--- config.mk ---
export PLATFORM = sky130hd
export DESIGN_NAME = add_round_key_seq_flat
export DESIGN_NICKNAME = d
export VERILOG_FILES = /design/src/rtl/add_round_key_seq_if.sv /design/src/rtl/add_round_key_seq.sv /design/src/flat_wrapper.sv
export SDC_FILE = /design/constraint.sdc
export NUM_CORES = 1
export LEC_CHECK = 0
export ABC_AREA = 1
export CAP_MARGIN = 30
export CORE_UTILIZATION = 54
export CTS_CLUSTER_DIAMETER = 30
export DETAILED_ROUTE_END_ITERATION = 6
export GPL_TIMING_DRIVEN = 1
export MAX_ROUTING_LAYER = met4
export PLACE_DENSITY = 0.86
export SYNTH_ARGS = -nofsm -noshare
export SYNTH_HDL_FRONTEND = slang
export SYNTH_SLANG_ARGS = --single-unit
--- constraint.sdc ---
create_clock -name clk -period 43 [get_ports clk]
set_clock_uncertainty 0.1 [all_clocks]
set_input_delay 8.6 -clock clk [delete_from_list [all_inputs] [get_ports clk]]
set_output_delay 8.6 -clock clk [all_outputs]
set_load 0.01 [all_outputs]
--- src/rtl/add_round_key_seq_if.sv ---
// ---------------------------------------------------------------------------
// add_round_key_seq_if
//
// Purpose: bundles the handshake and data buses of the AddRoundKey engine so
// that a producer/consumer pair can be hooked up with a single connection.
//
// Parameters:
//   word_size   bits per state word (byte)
//   array_size  words per block; block width is word_size*array_size
//
// Signals:
//   in_valid   producer offers key/state
//   in_ready   engine can accept a new block
//   key        round key, word i = key[i*word_size +: word_size]
//   state      state block, same word packing as key
//   out_valid  state_out holds a finished result
//   out_ready  consumer accepts the result
//   state_out  key XOR state
//   busy       engine is processing or holding a result
//   par_out    per-word even parity of state_out (only with ARK_PARITY_EN)
//
// Modports:
//   master  producer/consumer side (drives inputs, observes results)
//   slave   engine side
//
// Optional feature macro: ARK_PARITY_EN
// ---------------------------------------------------------------------------
interface add_round_key_seq_if #(
   parameter int word_size  = 8,
   parameter int array_size = 16
);

   logic                              in_valid;
   logic                              in_ready;
   logic [word_size*array_size-1:0]   key;
   logic [word_size*array_size-1:0]   state;
   logic                              out_valid;
   logic                              out_ready;
   logic [word_size*array_size-1:0]   state_out;
   logic                              busy;
`ifdef ARK_PARITY_EN
   logic [array_size-1:0]             par_out;
`endif

   modport master (
      output in_valid, key, state, out_ready,
      input  in_ready, out_valid, state_out, busy
`ifdef ARK_PARITY_EN
      , input par_out
`endif
   );

   modport slave (
      input  in_valid, key, state, out_ready,
      output in_ready, out_valid, state_out, busy
`ifdef ARK_PARITY_EN
      , output par_out
`endif
   );

endinterface

--- src/rtl/add_round_key_seq.sv ---
// ---------------------------------------------------------------------------
// add_round_key_seq
//
// Purpose: handshaked AddRoundKey engine for the AES round datapath. A key
// and a state block are captured together, then XORed LANE_WORDS words per
// clock (lowest words first) into state_out. The finished block is offered
// on a valid/ready output and held until the consumer takes it. Used between
// MixColumns and the next round's SubBytes, and for the initial key add.
//
// Parameters:
//   word_size   bits per state word (default 8)
//   array_size  words per block (default 16)
//   LANE_WORDS  words XORed per clock; must divide array_size exactly
//
// Ports:
//   clk   rising-edge clock
//   rst   asynchronous reset, active-high
//   bus   add_round_key_seq_if.slave:
//           in_valid/in_ready/key/state      input handshake and data
//           out_valid/out_ready/state_out    output handshake and data
//           busy                             high while RUN or OUT
//           par_out                          per-word parity (optional)
//
// Optional feature macro: ARK_PARITY_EN
//   When defined, par_out[i] carries the even parity (XOR reduction) of
//   state_out word i, registered together with each lane write.
// ---------------------------------------------------------------------------
module add_round_key_seq #(
   parameter int word_size  = 8,
   parameter int array_size = 16,
   parameter int LANE_WORDS = 4
) (
   input logic               clk,
   input logic               rst,
   add_round_key_seq_if.slave bus
);

   localparam int BLOCK_BITS = word_size * array_size;
   localparam int LANE_BITS  = word_size * LANE_WORDS;
   localparam int NUM_BEATS  = array_size / LANE_WORDS;
   localparam int CNT_W      = (NUM_BEATS > 1) ? $clog2(NUM_BEATS) : 1;
   localparam logic [CNT_W-1:0] LAST_BEAT = CNT_W'(NUM_BEATS - 1);

   // A lane width that does not tile the block would leave words unwritten,
   // so refuse to elaborate such a configuration.
   generate
      if ((array_size % LANE_WORDS) != 0) begin : g_bad_lane
         $error("add_round_key_seq: LANE_WORDS must divide array_size exactly");
      end
   endgenerate

   typedef enum logic [1:0] {
      S_IDLE,
      S_RUN,
      S_OUT
   } fsm_t;

   fsm_t                    cur_state;
   fsm_t                    next_state;
   logic                    capture;
   logic                    lane_we;
   logic [CNT_W-1:0]        cnt;
   logic [BLOCK_BITS-1:0]   key_reg;
   logic [BLOCK_BITS-1:0]   state_reg;
   logic [BLOCK_BITS-1:0]   block_xor;
   logic [BLOCK_BITS-1:0]   state_out_reg;

   // State register. Reset lands in IDLE straight away so that an aborted
   // block never produces an out_valid pulse.
   always_ff @(posedge clk or posedge rst) begin
      if (rst) begin
         cur_state <= S_IDLE;
      end else begin
         cur_state <= next_state;
      end
   end

   // Next-state and control decode. IDLE accepts a block, RUN writes one
   // lane per clock until the last beat, OUT waits for the consumer. Leaving
   // OUT always passes through IDLE, so a new block is never accepted on the
   // same edge that drains the previous result.
   always_comb begin
      next_state = cur_state;
      capture    = 1'b0;
      lane_we    = 1'b0;
      case (cur_state)
         S_IDLE: begin
            if (bus.in_valid) begin
               capture    = 1'b1;
               next_state = S_RUN;
            end
         end
         S_RUN: begin
            lane_we = 1'b1;
            if (cnt == LAST_BEAT) begin
               next_state = S_OUT;
            end
         end
         S_OUT: begin
            if (bus.out_ready) begin
               next_state = S_IDLE;
            end
         end
         default: begin
            next_state = S_IDLE;
         end
      endcase
   end

   // Beat counter selecting which lane is written this clock. It stops on
   // the last beat; the next capture clears it for the following block.
   always_ff @(posedge clk or posedge rst) begin
      if (rst) begin
         cnt <= '0;
      end else if (capture) begin
         cnt <= '0;
      end else if (lane_we && (cnt != LAST_BEAT)) begin
         cnt <= cnt + 1'b1;
      end
   end

   // Key and state are copied at the accepting edge so the producer is free
   // to change its buses while the block is still being processed.
   always_ff @(posedge clk or posedge rst) begin
      if (rst) begin
         key_reg   <= '0;
         state_reg <= '0;
      end else if (capture) begin
         key_reg   <= bus.key;
         state_reg <= bus.state;
      end
   end

   // The XOR is bitwise with no carries, so the full-width result can be
   // formed once and the lanes simply picked out of it beat by beat.
   assign block_xor = key_reg ^ state_reg;

   // Lane write-back. Only the lane addressed by cnt changes; every other
   // word keeps its previous contents, which is why partially updated
   // results are visible during RUN and why consumers must qualify with
   // out_valid.
   always_ff @(posedge clk or posedge rst) begin
      if (rst) begin
         state_out_reg <= '0;
      end else if (lane_we) begin
         for (int l = 0; l < NUM_BEATS; l++) begin
            if (cnt == CNT_W'(l)) begin
               state_out_reg[l*LANE_BITS +: LANE_BITS] <= block_xor[l*LANE_BITS +: LANE_BITS];
            end
         end
      end
   end

`ifdef ARK_PARITY_EN
   logic [array_size-1:0] word_par;
   logic [array_size-1:0] par_reg;

   // Parity of every word of the finished block, taken from the same XOR
   // value that is about to be written into state_out.
   always_comb begin
      word_par = '0;
      for (int w = 0; w < array_size; w++) begin
         word_par[w] = ^block_xor[w*word_size +: word_size];
      end
   end

   // Parity bits follow their words: they are updated with the same lane
   // write so they match state_out whenever out_valid is high.
   always_ff @(posedge clk or posedge rst) begin
      if (rst) begin
         par_reg <= '0;
      end else if (lane_we) begin
         for (int l = 0; l < NUM_BEATS; l++) begin
            if (cnt == CNT_W'(l)) begin
               par_reg[l*LANE_WORDS +: LANE_WORDS] <= word_par[l*LANE_WORDS +: LANE_WORDS];
            end
         end
      end
   end

   assign bus.par_out = par_reg;
`endif

   // Handshake outputs decode directly from the state register, so an
   // asynchronous reset clears busy and out_valid without waiting for a
   // clock. in_ready stays low while reset itself is held.
   assign bus.in_ready  = (cur_state == S_IDLE) && !rst;
   assign bus.out_valid = (cur_state == S_OUT);
   assign bus.busy      = (cur_state == S_RUN) || (cur_state == S_OUT);
   assign bus.state_out = state_out_reg;

endmodule
--- src/flat_wrapper.sv ---
// flat-port wrapper written by rule: the top's interface ports become plain ports
module add_round_key_seq_flat 
#(
   parameter int word_size  = 8,
   parameter int array_size = 16,
   parameter int LANE_WORDS = 4
)
  (clk, rst, bus_in_valid, bus_key, bus_state, bus_out_ready, bus_in_ready, bus_out_valid, bus_state_out, bus_busy);
  add_round_key_seq_if #(.word_size(word_size), .array_size(array_size)) bus_i ();
  input logic clk;
  input logic rst;
  input wire logic [$bits(bus_i.in_valid)-1:0] bus_in_valid;
  input wire logic [$bits(bus_i.key)-1:0] bus_key;
  input wire logic [$bits(bus_i.state)-1:0] bus_state;
  input wire logic [$bits(bus_i.out_ready)-1:0] bus_out_ready;
  output wire logic [$bits(bus_i.in_ready)-1:0] bus_in_ready;
  output wire logic [$bits(bus_i.out_valid)-1:0] bus_out_valid;
  output wire logic [$bits(bus_i.state_out)-1:0] bus_state_out;
  output wire logic [$bits(bus_i.busy)-1:0] bus_busy;
  assign bus_i.in_valid = bus_in_valid;
  assign bus_i.key = bus_key;
  assign bus_i.state = bus_state;
  assign bus_i.out_ready = bus_out_ready;
  assign bus_in_ready = bus_i.in_ready;
  assign bus_out_valid = bus_i.out_valid;
  assign bus_state_out = bus_i.state_out;
  assign bus_busy = bus_i.busy;
  add_round_key_seq #(.word_size(word_size), .array_size(array_size), .LANE_WORDS(LANE_WORDS)) u_core (.clk(clk), .rst(rst), .bus(bus_i));
endmodule
==> flow_summary.ini <==
[outcome]
status = complete, no violations

[grt]
grt_max_degree = 163
track_usage = 0.319
grt_pass1_vias = 14575
antenna_found_initial = 3
grt_pass1_wl_um = 74900
grt-ovfl-total = 0

[synthesis]
synth.distinct_cells = 14
synth_seq_area_share = 0.597
synth_fp_nets = 2091
synthCells = 1823
synth-seq-cells = 388
syn_area_um2 = 16300
avgSynthCellArea_um2 = 8.92
yosys_warnings = 0

[setup_path]
cpLargestDelayFamily = buffers and inverters
setup.worst_path.class = primary input to output port
worst-path-max-fanout = 2
ff2ff_path_depth = 6
required_ps = 34300
cp-start-kind = primary input
cp-end-kind = output port
crit_path_frequent_cell = clkdlybuf4s50_1
crit_slowest_cell = clkdlybuf4s50_1
critical_path_buf_inv_count = 2
crit_cells = 3
rrSetupSlack_ps = 39910
crit_chain = clkdlybuf4s50_1 -> nor2_1 -> clkdlybuf4s50_1
worstPathArrival_ps = 9820
crit_path_max_incr_delay_ps = 540

[power_and_ir_drop]
peakVddDrop_uv = 47.5
combPwrFrac = 0.335
cellPowerDensity_nw_per_um2 = 81.5
power_frac_seq = 0.355
net-switching-power_w = 0.000679
swShare = 0.364
internal_power_w = 0.00119
clockPowerShare = 0.311
leakage_nw = 11.8

[layout]
nets = 2463
fillers = 1834
multi_input_area_um2 = 5990
area_delta_synth_final_pct = 40.8
seqCellArea_um2 = 9710
drive_gt1_frac = 0.0688

[floorplanning]
die-width_um = 176
fp.dieH_um = 176
dieArea_um2 = 30800
start_util = 0.549
core_area_um2 = 29600
boundaryPins = 391
fp-row-count = 63

[routing]
drc_errors = 0
wire_per_inst_um = 17.9
wl_um = 47500
dr.pass1.iters = 6
ant_nets = 0
drt_iter0_drc = 1093
vias = 14207
viasPerCell = 5.37

[timing]
timing.final.crit_period_ps = 18520
timing.fmax_mhz = 54.0
worst_pin_slew_ps = 994
holdWs_ps = 378
drv_slew = 0
fin_crit_sh = 0.431
hold_violations = 0
rsz0062_at_grt = false
max_slew_margin = 0.337
tns_ps = 0
setup-violations-final = 0

[worst_hold_path]
hold_class = flip-flop to flip-flop
min_path_cells = 2

[clock_network]
htreeDepth = 3
post-cts-setup-buffers = 0
clkLatencyLatePin_ps = 570
cts-root-buf = clkbuf_16
cts_resized = 0
numClockSinks = 388
cts_buffers = 74
cts_hold_buf = 0
path_clk_slew_ps = 50
cts_buffer_depth = 3
cts_tree = done

[place]
hpwl_um = 28100
port_buffers = 390
place_congestion = 0.862

[flow_run]
cap_viol_max_count = 0
-- area by class of cell --
type                       count  area share
antenna                        3    0.000328
clock buffer                  94      0.0911
clock inverter                40      0.0205
inverter                      14     0.00262
multi-input combinational   1311       0.262
sequential                   388       0.424
tap                          390      0.0213
timing repair buffer         406       0.178
-- power groups by stage --
| stage | Sequential [W] | Combinational, W | Clock, W |
|---|---|---|---|
| after floorplan | 0.000660 | 0.000362 | 0 |
| after global placement | 0.000649 | 0.000584 | 0 |
| after detailed placement | 0.000657 | 0.000609 | 0 |
| after CTS | 0.000658 | 0.000625 | 0.000584 |
| after global routing | 0.000677 | 0.000693 | 0.000603 |
| final | 0.000662 | 0.000625 | 0.000580 |
-- metal layers --
metal / wire (um) / part of all wire / global-route usage
met5: 0 / 0 / -
met3: 3980 / 0.084 / 0.0719
met1: 18000 / 0.38 / 0.378
met4: 1870 / 0.039 / 0.151
met2: 23600 / 0.50 / 0.517
-- tightest hold or removal path, delay by kind of cell, from the launching register on --
| kind | cells | cell delay, ps |
|---|---|---|
| flip-flops | 1 | 340 |
| AND/OR/NAND/NOR | 2 | 100 |
-- kinds of logic (layout without fill, tap and decap cells) --
kind of cell / after synthesis / in the layout / share of synthesized area
AO/OA/AOI/OAI: 2 / 2 / 0.000615
XOR/XNOR: 128 / 128 / 0.0689
adder cells (fa/ha/maj): 8 / 8 / 0.00615
buffers and inverters: 124 / 554 / 0.0366
flip-flops: 388 / 388 / 0.597
other: 0 / 3 / 0
AND/OR/NAND/NOR: 1173 / 1173 / 0.291
-- metrics by stage --
step	total power (W)	std cells	utilization	setup WS, ps	instance area [um2]
floorplan	0.00102	1823	-	23520	16300
CTS	0.00187	2640	0.770	24480	22800
finish	0.00187	2646	0.773	24480	22900
detailed placement	0.00127	2506	0.683	24490	20300
global route	0.00197	2646	0.773	24450	22900
global placement	0.00123	2506	0.683	24500	20300
-- Yosys cell counts (all sizes together) --
| cell | instances | area share |
|---|---|---|
| dfrtp | 388 | 0.60 |
| xor2 | 128 | 0.069 |
| nand3 | 257 | 0.079 |
| nor2 | 6 | 0.0014 |
| o21ai | 2 | 0.00062 |
| ha | 8 | 0.0062 |
| inv | 14 | 0.0032 |
| buf | 92 | 0.029 |
| clkbuf | 18 | 0.0042 |
| nand2 | 908 | 0.21 |
| nand4 | 2 | 0.00077 |
-- final timing paths --
path | endpoint | from
max | bus_in_ready | rst
min | u_core.bus.state_out[116] | u_core.bus.state_out[116]
max reg2reg | u_core.key_reg[111] | u_core.cur_state[0]
min reg2reg | u_core.bus.state_out[116] | u_core.bus.state_out[116]
max in group asynchronous | u_core.bus.state_out[113] | rst
min in group asynchronous | u_core.key_reg[98] | rst
-- cells in the final DEF, fill, tap and decap left out --
cell             count
buf_16               3
buf_4               13
bufinv_16            6
clkbuf_1             4
clkbuf_16           74
clkbuf_8            17
clkdlybuf4s50_1    389
clkinv_16            1
clkinv_2             9
clkinv_4             4
clkinv_8             2
clkinvlp_4           8
dfrtp_1            388
diode_2              3
ha_1                 7
ha_4                 1
inv_1                9
inv_2                4
inv_6               10
inv_8                1
nand2_1            906
nand2_2              1
nand2_8              1
nand3_1            257
nand4_1              2
nor2_1               6
o21ai_0              2
xor2_1             128
Note: power is estimated with default switching activity, not from simulation.
